$ cat src/rtl/cpu_isa_pkg.sv
// Shared ISA definitions for the 16-bit processor: opcodes, ALU function codes
// and the sequencer state encoding.
package cpu_isa_pkg;

    localparam int unsigned OP_W = 4;

    localparam logic [OP_W-1:0] OP_JMP = 4'h0;
    localparam logic [OP_W-1:0] OP_ADD = 4'h1;
    localparam logic [OP_W-1:0] OP_SUB = 4'h2;
    localparam logic [OP_W-1:0] OP_AND = 4'h3;
    localparam logic [OP_W-1:0] OP_OR  = 4'h4;
    localparam logic [OP_W-1:0] OP_XOR = 4'h5;
    localparam logic [OP_W-1:0] OP_NOT = 4'h6;
    localparam logic [OP_W-1:0] OP_MOV = 4'h7;
    localparam logic [OP_W-1:0] OP_LD  = 4'h8;
    localparam logic [OP_W-1:0] OP_ST  = 4'h9;
    localparam logic [OP_W-1:0] OP_SHL = 4'hA;
    localparam logic [OP_W-1:0] OP_BE  = 4'hB;
    localparam logic [OP_W-1:0] OP_BNE = 4'hC;
    localparam logic [OP_W-1:0] OP_BLT = 4'hD;
    localparam logic [OP_W-1:0] OP_BGT = 4'hE;
    localparam logic [OP_W-1:0] OP_CMP = 4'hF;

    // ALU function codes are the opcode itself.
    localparam logic [OP_W-1:0] ALU_PASS = OP_JMP;
    localparam logic [OP_W-1:0] ALU_ADD  = OP_ADD;
    localparam logic [OP_W-1:0] ALU_SUB  = OP_SUB;
    localparam logic [OP_W-1:0] ALU_AND  = OP_AND;
    localparam logic [OP_W-1:0] ALU_OR   = OP_OR;
    localparam logic [OP_W-1:0] ALU_XOR  = OP_XOR;
    localparam logic [OP_W-1:0] ALU_NOT  = OP_NOT;
    localparam logic [OP_W-1:0] ALU_MOV  = OP_MOV;
    localparam logic [OP_W-1:0] ALU_SHL  = OP_SHL;
    localparam logic [OP_W-1:0] ALU_CMP  = OP_CMP;

    typedef enum logic [2:0] {
        ST_IDLE      = 3'd0,
        ST_FETCH     = 3'd1,
        ST_DECODE    = 3'd2,
        ST_EXECUTE   = 3'd3,
        ST_MEMORY    = 3'd4,
        ST_WRITEBACK = 3'd5,
        ST_FAULT     = 3'd6
    } state_t;

    // Opcodes whose EXECUTE phase writes the ALU result to the register file.
    function automatic logic op_writes_reg(input logic [OP_W-1:0] op);
        return ((op >= OP_ADD) && (op <= OP_MOV)) || (op == OP_SHL);
    endfunction

endpackage

$ cat src/rtl/seq_wait_timer.sv
// Counts consecutive memory wait cycles; o_expired flags the LIMIT-th one.
module seq_wait_timer #(
    parameter int unsigned LIMIT = 15
) (
    input  logic clk,
    input  logic rst,
    input  logic i_clear,
    input  logic i_enable,
    output logic o_expired
);

    localparam int unsigned CNT_W = (LIMIT > 1) ? $clog2(LIMIT) : 1;
    localparam logic [CNT_W-1:0] LAST = CNT_W'(LIMIT - 1);

    logic [CNT_W-1:0] r_cnt;

    always_ff @(posedge clk or posedge rst) begin
        if (rst) begin
            r_cnt <= '0;
        end else if (i_clear) begin
            r_cnt <= '0;
        end else if (i_enable && (r_cnt != LAST)) begin
            r_cnt <= r_cnt + CNT_W'(1);
        end
    end

    assign o_expired = i_enable && (r_cnt == LAST);

endmodule

$ cat src/rtl/fde_sequencer.sv
// Multi-cycle fetch/decode/execute/memory/writeback sequencer for the 16-bit CPU.
// Optional memory-wait timeout fault is built when SEQ_TIMEOUT_EN is defined.
module fde_sequencer
    import cpu_isa_pkg::*;
#(
    parameter int unsigned TIMEOUT_CYCLES = 15
) (
    input  logic            clk,
    input  logic            reset,
    input  logic            run,
    input  logic [OP_W-1:0] ir_opcode,
    input  logic            flag_eq,
    input  logic            flag_lt,
    input  logic            flag_gt,
    input  logic            mem_ack,
    output logic            ir_en,
    output logic            pc_inc,
    output logic            pc_load,
    output logic            mem_en,
    output logic            read_write,
    output logic            addr_sel,
    output logic            w_en,
    output logic            write_sel,
    output logic [OP_W-1:0] alu_func,
    output logic            flag_en,
    output logic            fetch,
    output logic            decode,
    output logic            execute,
    output logic            fault
);

    state_t          r_state;
    state_t          w_next;
    state_t          w_done;
    logic [OP_W-1:0] r_op;
    logic            w_expired;

`ifdef SEQ_TIMEOUT_EN
    logic w_waiting;

    assign w_waiting = (r_state == ST_FETCH) || (r_state == ST_MEMORY);

    seq_wait_timer #(
        .LIMIT (TIMEOUT_CYCLES)
    ) u_wait_timer (
        .clk       (clk),
        .rst       (reset),
        .i_clear   (!w_waiting || mem_ack),
        .i_enable  (w_waiting && !mem_ack),
        .o_expired (w_expired)
    );
`else
    logic w_unused_timeout;

    assign w_unused_timeout = (TIMEOUT_CYCLES == 0);
    assign w_expired        = 1'b0;
`endif

    always_ff @(posedge clk or posedge reset) begin
        if (reset) begin
            r_state <= ST_IDLE;
            r_op    <= '0;
        end else begin
            r_state <= w_next;
            if (r_state == ST_DECODE) begin
                r_op <= ir_opcode;
            end
        end
    end

    assign w_done = run ? ST_FETCH : ST_IDLE;

    // Next state and phase strobes; every output defaults low each cycle.
    always_comb begin
        w_next     = r_state;
        ir_en      = 1'b0;
        pc_inc     = 1'b0;
        pc_load    = 1'b0;
        mem_en     = 1'b0;
        read_write = 1'b0;
        addr_sel   = 1'b0;
        w_en       = 1'b0;
        write_sel  = 1'b0;
        alu_func   = '0;
        flag_en    = 1'b0;
        fetch      = 1'b0;
        decode     = 1'b0;
        execute    = 1'b0;
        fault      = 1'b0;

        case (r_state)
            ST_IDLE: begin
                if (run) w_next = ST_FETCH;
            end
            ST_FETCH: begin
                mem_en     = 1'b1;
                read_write = 1'b1;
                fetch      = 1'b1;
                if (mem_ack) begin
                    ir_en  = 1'b1;
                    pc_inc = 1'b1;
                    w_next = ST_DECODE;
                end
            end
            ST_DECODE: begin
                decode = 1'b1;
                w_next = ST_EXECUTE;
            end
            ST_EXECUTE: begin
                execute  = 1'b1;
                alu_func = r_op;
                w_en     = op_writes_reg(r_op);
                w_next   = w_done;
                case (r_op)
                    OP_CMP:         flag_en = 1'b1;
                    OP_JMP:         pc_load = 1'b1;
                    OP_BE:          pc_load = flag_eq;
                    OP_BNE:         pc_load = !flag_eq;
                    OP_BLT:         pc_load = flag_lt;
                    OP_BGT:         pc_load = flag_gt;
                    OP_LD, OP_ST:   w_next  = ST_MEMORY;
                    default:        ;
                endcase
            end
            ST_MEMORY: begin
                mem_en     = 1'b1;
                addr_sel   = 1'b1;
                alu_func   = r_op;
                read_write = (r_op == OP_LD);
                if (mem_ack) begin
                    w_next = (r_op == OP_LD) ? ST_WRITEBACK : w_done;
                end
            end
            ST_WRITEBACK: begin
                w_en      = 1'b1;
                write_sel = 1'b1;
                w_next    = w_done;
            end
            ST_FAULT: begin
                fault = 1'b1;
            end
            default: begin
                w_next = ST_IDLE;
            end
        endcase

        if (w_expired) begin
            w_next = ST_FAULT;
        end
    end

endmodule
$ cat config.mk
export PLATFORM = sky130hd
export DESIGN_NAME = fde_sequencer
export DESIGN_NICKNAME = d
export VERILOG_FILES = /design/src/rtl/cpu_isa_pkg.sv /design/src/rtl/seq_wait_timer.sv /design/src/rtl/fde_sequencer.sv
export SDC_FILE = /design/constraint.sdc
export NUM_CORES = 1
export LEC_CHECK = 0
export ABC_AREA = 1
export ABC_CLOCK_PERIOD_IN_PS = 2800
export BUFFER_PORTS_ARGS = -buffer_cell sky130_fd_sc_hd__clkbuf_2
export CORE_AREA = 2 2 39 41
export CTS_CLUSTER_DIAMETER = 100
export DETAILED_ROUTE_END_ITERATION = 6
export DIE_AREA = 0 0 41 43
export GPL_ROUTABILITY_DRIVEN = 0
export PLACE_DENSITY_LB_ADDON = 0.05
export SETUP_SLACK_MARGIN = 0.3
export SLEW_MARGIN = 10
export SYNTH_ARGS = -nofsm -noshare
export SYNTH_HDL_FRONTEND = slang
export SYNTH_SLANG_ARGS = --single-unit
$ cat constraint.sdc
create_clock -name clk -period 2.8 [get_ports clk]
set_input_delay 0.42 -clock clk [delete_from_list [all_inputs] [get_ports clk]]
set_output_delay 0.42 -clock clk [all_outputs]
set_load 0.05 [all_outputs]
; After elaboration in Yosys (flattened, before gate mapping)
; Cells that the tools add are included.
[totals]
register_bits = 7
in_bits = 11
output_inout_bits = 17
[op_classes]
n_lt_le_gt_ge = 2
n_eq_ne = 17
muxes = 23
n_bitwise = 1
n_reduce_logical = 9
[ops]
columns = operator, n
row1 = $eq 4x4->1 const B, 8
row2 = $pmux 3 s7, 1
row3 = $mux 3, 5
row4 = $mux 1, 13
row5 = $eq 3x3->1 const B, 3
row6 = $eq 3x2->1 const B, 2
row7 = $ne 2x2->1 const B, 3
row8 = $reduce_or 2->1, 3
row9 = $pmux 1 s5, 1
row10 = $ge 4x1->1 const B, 1
row11 = $le 4x3->1 const B, 1
row12 = $logic_not 4->1, 1
row13 = $mux 4, 1
row14 = $pmux 1 s2, 2
row15 = $reduce_and 4->1, 1
row16 = $eq 3x1->1 const B, 1
row17 = $logic_not 3->1, 1
row18 = $logic_and 1x1->1, 1
row19 = $logic_not 1->1, 1
row20 = $logic_or 1x1->1, 1
row21 = $not 1->1, 1

; Depth between registers and ports, before layout
[depth]
word_depth = 4
mapped_depth = 8

; Worst setup path after synthesis
; OpenSTA, ideal clock, no wires.
[synth_timing]
path_type = reg-to-output
from = reg r_state[2]
to = out flag_en
t_arrival_ns = 2.193
required_ns = 2.380
path_slack_ns = 0.187
path_stages_with_launch = 4
n_path_buf = 0
path_cell_list = dfrtp_1 nor2_2 inv_1 nor3_1
[synth_via]
elab_chain_len = 2
[synth_lines]
columns = element, line_no
row1 = from (decl), fde_sequencer.sv:32  ; state_t r_state;
row2 = from (signal assigned), fde_sequencer.sv:64  ; r_state <= w_next;
row3 = $eq 3x2->1, fde_sequencer.sv:91  ; case (r_state)
row4 = $mux 1, fde_sequencer.sv:91
row5 = to (decl), fde_sequencer.sv:25  ; output logic flag_en,
; Every way passes these cells.

; Worst setup path after layout
[layout_timing]
from = reg r_state[1]
to = out alu_func[2]
[layout_via]
elab_chain_len = 3
elab_cells_between_ends = 4
[layout_lines]
columns = element, line_no
row1 = $eq 3x3->1 or $eq 3x2->1 (tied branches), fde_sequencer.sv:91
row2 = $reduce_or 2->1 (no source line) *, -
row3 = $mux 4 *, fde_sequencer.sv:91
row4 = to (decl), fde_sequencer.sv:24  ; output logic [OP_W-1:0] alu_func,
; Mark *: on every way between the ends. The rest lies on a longest branch, timed or not.

==> metrics.md <==
| Metric | Value |
|---|---|
| FP Rows | `14` |
| Final Non-Filler Cells | `139` |
| Max stage delay on crit path | `430 ps` |
| Total Power | `962.6 uW` |
| Area of the multi-input gates | `320.3 um2` |
| Layout cells sized above 1 | `0.3252` |
| Largest net degree at the start of global routing | `10` |
| TritonRoute pass-1 iters | `4` |
| CTS HTree Levels | `1` |
| Count of boundary I/O pins | `28` |
| Least-Margin Pin Slew | `275.3 ps` |
| DR iter-0 viols | `27` |
| Core area | `about 0.0014 mm2` |
| Net Count, Synth | `104` |
| Outcome | `finished, final reports clean` |
| CTS root buf | `clkbuf_4` |
| Synthesized area | `564.3 um2` |
| Initial antenna violation count | `0` |
| Number of global-route vias before repair | `between 500 and 600` |
| Input/output buffers | `27` |
| P_int | `364.2 uW` |
| Reg area | `175.2 um2` |
| Clock tree buffer depth | `2` |
| RSZ-0062 raised after global routing | `no` |
| Pins Over Slew Limit | `0` |
| CP Max Fanout | `6` |
| Sequential power share | `0.207` |
| Switching share of total power | `0.6217` |
| Crit. End Element | `primary output` |
| TNS Setup | `0 ps` |
| Post-CTS setup buffer count | `0` |
| Worst vdd ir | `about 0.60 mV` |
| Hold Buf Count CTS | `0` |
| Critical path buffers and inverters | `3` |
| Worst Setup SP | `r_state[1]` |
| First-pass GRT wire length | `2.145 mm` |
| Post-synth cell types | `18` |
| Routed wire length | `approximately 1.3 mm` |
| Post-route DRC violation count | `0` |
| Worst path slowest cell | `dfrtp_1` |
| #FFs+latches synth | `7` |
| Critical path cell sequence | `inv_1 > nand3_2 > inv_1 > nor2_1 > nor2_1 > clkbuf_2` |
| Commonest non-fill, non-tap cell in the layout | `nand2_1` |
| Syn avg cell area | `6.068 um2` |
| Leak pwr | `roughly 0.46 nW` |
| Gate power share | `0.701` |
| WL/cell | `9.540 um` |
| Reg-to-reg critical path startpoint | `r_state[1]` |
| Finished layout cell area | `between 700 and 800 um2` |
| Max Fclk | `slightly above 0.5 GHz` |
| CTS buffer count | `3` |
| Placed instance count | `135` |
| Setup WS post-layout | `819.4 ps` |
| Diode count | `0` |
| M1 GR Usage | `0.2575` |
| Final setup skew | `between 2 and 2.5 ps` |
| Kind of critical path | `reg2out` |
| Switching power | `598.4 uW` |
| Clock share of power | `0.093` |
| Met2 Use GR | `0.2500` |
| Met3 Resource Use GR | `0.03141` |
| Routed Antenna Nets | `0` |
| Relative slew slack | `0.8158` |
| Delay-heaviest family, CP | `buffers and inverters` |
| Final min period | `1981 ps` |
| WP data arrival | `between 1500 and 2000 ps` |
| Fin nets | `135` |
| DR vias/cell | `approximately 4.6` |
| Detailed placer's ending HPWL | `~1.1 mm` |
| Vias | `638` |
| Final Hold Fails | `0` |
| Total placed instance area | `716.9 um2` |
| Required time of the critical path | `~2400 ps` |
| GRT overflow | `0` |
| Mapped Cells | `93` |
| Sequential fraction of the synthesis area | `0.3104` |
| Die area | `between 0.0015 and 0.002 mm2` |
| Ratio of final minimum period to clock period | `0.7073` |
| Max_cap viols | `0` |
| Setup violations, final | `0` |
| Clk slew on worst S/H paths | `50 ps` |
| Crit start category | `flop` |
| PwrDens | `1295 mW/mm2` |
| Commonest cells after routing, fill and taps aside | `nand2_1, clkbuf_2, nor2_1` |
| Die W | `41 um` |
| Place WS | `1083 ps` |
| Top Usage Layer GRT | `met1` |
| Sink Count | `7` |
| Post-CTS Resized | `0` |
| CTS tree | `done` |
| Fill cells | `169` |
| Synthesis-to-layout area growth | `31.71%` |
| Total track usage | `0.1809` |
| Die H | `43 um` |
| Worst hold path type | `in2async` |
| Starting density of the core | `0.4078` |
| YS warnings | `0` |
| Skew-Pair Late Insertion Delay | `250 ps` |
-- sequential cells by signal, summed over array words and instances, names as in the netlist --
name     flops
r_op         4
r_state      3
-- kinds of logic after synthesis --
family	count (synthesis)	synth area share
flops	7	0.3104
compound gates	10	0.1042
simple gates	58	0.4545
buf+inv	18	0.1308
-- area by class of cell --
type                            instances  share of cell area
Tap cell                               16             0.02694
Clock buffer                            4             0.03535
Inverter                               17             0.08923
Sequential cell                         7              0.2357
Multi-Input combinational cell         68              0.4310
Timing Repair Buffer                   27              0.1818
-- worst paths after layout --
kind	end	slack (ps)	cells past startpoint
worst max-delay path	alu_func[2]	820	6
worst min-delay path	r_state[2]	70	2
worst max register to register	r_state[2]	1550	7
worst min register to register	r_op[3]	620	2
max in group asynchronous	r_op[0]	2530	2
min in group clk	r_op[3]	390	3
-- synthesized netlist by cell type, drive strengths merged --
master,n,share of area
inv,17,0.12
nor2,19,0.14
o21ai,6,0.060
o211ai,1,0.013
nor3,1,0.0089
buf,1,0.013
nand3,6,0.084
dfrtp,7,0.31
o22ai,2,0.022
nand2,32,0.23
a21oi,1,0.0089
-- metal layers --
metal | vias to the layer above | part of all wire
met5 | - | 0
met4 | 0 | 0.0045
met3 | 2 | 0.047
met2 | 20 | 0.46
met1 | 274 | 0.49
li1 | 342 | -
-- through the flow --
stage	util	hold slack [ps]
after detailed placement	0.5181	342.8
after floorplan	-	223.4
after global placement	0.5181	334.8
after CTS	0.5371	68.82
final	0.5371	68.12
after global routing	0.5371	87.24
-- power groups by stage --
stage	registers [mW]	logic [mW]	clock network, mW
global placement	0.198	0.677	0
global route	0.207	0.742	0.101
finish	0.199	0.674	0.0892
CTS	0.198	0.681	0.0953
floorplan	0.190	0.556	0
detailed placement	0.200	0.680	0
(Power assumes the default switching activity.)
